[src/rtl/dc_traffic_checker_throttle.sv]
// Rotating throttle pattern: loads the seed while in reset, then rotates left
// one bit per cycle; bit 0 is the live throttle decision.
module dc_pattern_throttle #(
   parameter int PAT_W = 16
) (
   input  logic             clock,
   input  logic             reset,
   input  logic [PAT_W-1:0] pat_init,
   output logic             throttle
);

   logic [PAT_W-1:0] pat_q;

   always_ff @(posedge clock) begin
      if (reset) pat_q <= pat_init;
      else       pat_q <= {pat_q[PAT_W-2:0], pat_q[PAT_W-1]};
   end

   assign throttle = pat_q[0];

endmodule

[config.mk]
export PLATFORM = sky130hd
export DESIGN_NAME = dc_pattern_throttle
export DESIGN_NICKNAME = d
export VERILOG_FILES = /design/src/rtl/dc_traffic_checker_throttle.sv
export SDC_FILE = /design/constraint.sdc
export NUM_CORES = 1
export LEC_CHECK = 0
export CAP_MARGIN = 10
export CORE_MARGIN = 1.5
export CORE_UTILIZATION = 42
export CTS_CLUSTER_DIAMETER = 40
export DETAILED_ROUTE_END_ITERATION = 12
export PLACE_DENSITY = 0.82
export SYNTH_ARGS = -nofsm -noshare
export SYNTH_HDL_FRONTEND = slang
export SYNTH_SLANG_ARGS = --single-unit
[constraint.sdc]
create_clock -name clock -period 1.1 [get_ports clock]
set_clock_uncertainty 0.05 [all_clocks]
set_input_delay 0.22 -clock clock [delete_from_list [all_inputs] [get_ports clock]]
set_output_delay 0.22 -clock clock [all_outputs]
set_load 0.05 [all_outputs]
# Yosys cells after proc, flatten, opt, wreduce, memory -nomap -nowiden
# Index checks and enable logic that the tools add are counted.
[word_totals]
register_bits = 16
input_bits = 18
output_inout_bits = 1
wordCells = 2
[op_classes]
n_mux = 1
[ops]
columns = ["cell", "n"]
rows = [
  ["16-bit two-way mux", 1],
]

# Depth between registers and ports, before layout
[depth]
word_depth = 1
mapped_depth = 3
depth_no_buf = 1

# Worst setup path after synthesis
# OpenSTA, ideal clock, no wires.
[synth_timing]
path_kind = "reg2reg"
from = "register pat_q[0]"
to = "register pat_q[1]"
setup_ns = 0.060
arrival_time_ns = 0.834
t_required_ns = 0.990
setup_slack_ns = 0.155
path_stages_with_launch = 2
n_path_buf = 0
synth_period_minus_slack_ns = 0.945
cell_sequence = "dfxtp_1 mux2_2"
[synth_between]
elab_chain_cells = 1
[synth_lines]
columns = ["item", "line_no", "source"]
rows = [
  ["start, declared", "12", "logic [PAT_W-1:0] pat_q;"],
  ["start signal, assigned", "15", "if (reset) pat_q <= pat_init;"],
  ["start signal, assigned", "16", "else pat_q <= {pat_q[PAT_W-2:0], pat_q[PAT_W-1]};"],
  ["16-bit two-way mux", "15", ""],
]
# No other way between the ends.

# Worst setup path in the final report
[layout_timing]
from = "register pat_q[0]"
to = "output throttle"
[layout_lines]
columns = ["item", "line_no", "source"]
rows = [
  ["end, declared", "9", "output logic throttle"],
]
# No word-level cell between the ends.

==> impl_metrics.csv <==
group,metric,value,unit
status,run_status,"finished clean",
run,cap_violations,0,
cts,path_clk_slew,80,ps
setup_path,cpLargestDelayFamily,"flip-flops",
final_layout,largest-register,"pat_q",
routing,vias,316,
global_routing,grt_pass1_wl,1.22,mm
floorplanning,die_height,39.8,um
final_layout,syn_to_final_growth,46.8,%
routing,postRouteAntennaNets,0,
final_layout,fin_nets,75,
setup_path,arrival,770,ps
setup_path,worstPathRequired,830,ps
synth,syn_avg_cell_area,16.7,sq um
setup_path,critical-path-slowest-cell,"dfxtp_2",
timing,period_minus_slack,1040,ps
timing,min_period_over_period,94.2,%
cts,cts-hold-fix-buffers,0,
final_layout,largest_reg_flops,16,
timing,finalWorstSetupSlack,64.0,ps
floorplanning,start_util,44.3,%
floorplanning,ios,19,
routing,wl_met1,361,um
min_path,hold_path_class,"flop to flop",
final_layout,fill_cells,111,
cts,htree_levels,1,
final_layout,drive_gt1_share,42.9,%
final_layout,postLayoutCoreUtil,65.0,%
routing,firstDrtPassIters,1,
timing,drv_slew,0,
synth,synthesis.area,569,sq um
cts,cts_tree,"done",
cts,numCtsBuffers,3,
setup_path,cp_max_fo,2,
place,dp_slack,-332,ps
global_routing,first_global_vias,312,
setup_path,critPathCaptureType,"output pin",
setup_path,worstSetupPathType,"flop to output pin",
routing,wl_met3,60,um
floorplanning,die_area,1590,sq um
cts,clk_latency,280,ps
setup_path,start_kind,"flop",
timing,hold_viol_final,0,
floorplanning,core,1280,sq um
synth,ys_types,5,
place,gp_congestion,0.621,
global_routing,grt_max_degree,10,
synth,syn-instance-count,34,
synth,synth-seq-cells,16,
synth,yosysSeqAreaShare,56.3,%
routing,highest-signal-layer,"met4",
timing,relSlewSlack,89.8,%
setup_path,slowest_delay,360,ps
cts,clockRootBuffer,"clkbuf_4",
timing,finalSetupViolCount,0,
timing,rsz0062_at_grt,"no",
synth,yosys_warnings,0,
floorplanning,placementRows,13,
place,numPortBuffers,18,
routing,wl,853,um
floorplanning,die_x,39.8,um
timing,max_freq,965,MHz
setup_path,cp.buffers_inverters,1,
final_layout,reg_top3,"pat_q: 16 flops",
routing,wl_met2,421,um
routing,drtIter0Drc,0,
global_routing,antenna_found_initial,0,
routing,vias_per_cell,4.45,
power_and_ir_drop,powerDensity,1480,nW/um^2
final_layout,antennaDiodeCount,0,
routing,wl_per_cell,12.0,um
timing,hold_slack,414,ps
synth,syn-num-nets,52,
cts,clock-sinks,16,
setup_path,worstPathCellList,"buf_12",
timing,finalSetupTns,0,ps
timing,tightest_slew,153,ps
routing,drcViolationCount,0,
global_routing,track_usage,12.8,%
cts,clock_path_buffers,2,
global_routing,overflow,0,
power_and_ir_drop,vdd_ir_drop_max,0.990,mV
power_and_ir_drop,power.leakage,0.000368,uW
## logic make-up (layout without fill, tap and decap cells)
group,count (synthesis),count (layout),share of synthesized area [%]
buffers and inverters,2,24,5.49
flip-flops,16,16,56.3
multiplexers,16,16,38.2
## stage by stage
stage	std cells	area (sq um)	power (uW)
after global routing	71	836	1300
final	71	836	1240
after global placement	66	767	868
after detailed placement	66	767	871
after floorplan	34	569	783
after CTS	71	835	1260
## layer usage
| layer | vias up | GRT usage [%] |
|---|---|---|
| met5 | - | 0 |
| met4 | 0 | 5.17 |
| met2 | 9 | 20.1 |
| li1 | 163 | - |
| met1 | 142 | 12.8 |
| met3 | 2 | 9.09 |
## report_power, final
part           internal [uW]  leakage [uW]  switching, uW  total, uW
Combinational            159      0.000212           52.0        211
Clock                    201     0.0000210            169        370
Sequential               641      0.000135           18.1        659
Total                   1000      0.000368            239       1240
## worst paths after layout
kind | depth (start not counted) | endpoint | slack [ps] | start
max | 1 | throttle | 60 | pat_q[0]
min | 1 | pat_q[5] | 410 | pat_q[4]
max reg2reg | 1 | pat_q[1] | 360 | pat_q[0]
min reg2reg | 1 | pat_q[5] | 410 | pat_q[4]
## area by class of cell
cell class | instances | area, sq um | share of cell area (%)
multi-input cells | 16 | 218 | 26.0
repair buffers | 20 | 241 | 28.9
clock buffers | 4 | 36.3 | 4.34
well taps | 15 | 18.8 | 2.25
flip-flops and latches | 16 | 322 | 38.5
## synthesized netlist by cell type
library cell | number | area (sq um)
dfxtp_1 | 16 | 320
buf_12 | 1 | 20.0
mux2_2 | 6 | 67.6
mux2_4 | 10 | 150
buf_6 | 1 | 11.3
## placed cells by master (no fill, tap or decap)
cell type and count:
clkbuf_8 1, dfxtp_2 1, clkdlybuf4s50_1 16, dfxtp_1 15, buf_12 2, clkbuf_4 3
mux2_2 6, dlygate4sd2_1 1, bufbuf_16 1, mux2_4 10
## repair_timing
action                                  CTS  global route
setup buffers                             0             0
cloned                                    1             0
endpoints found under the setup margin    6             1
gates resized for setup                   1             1
Power figures use the tool's default switching activity.
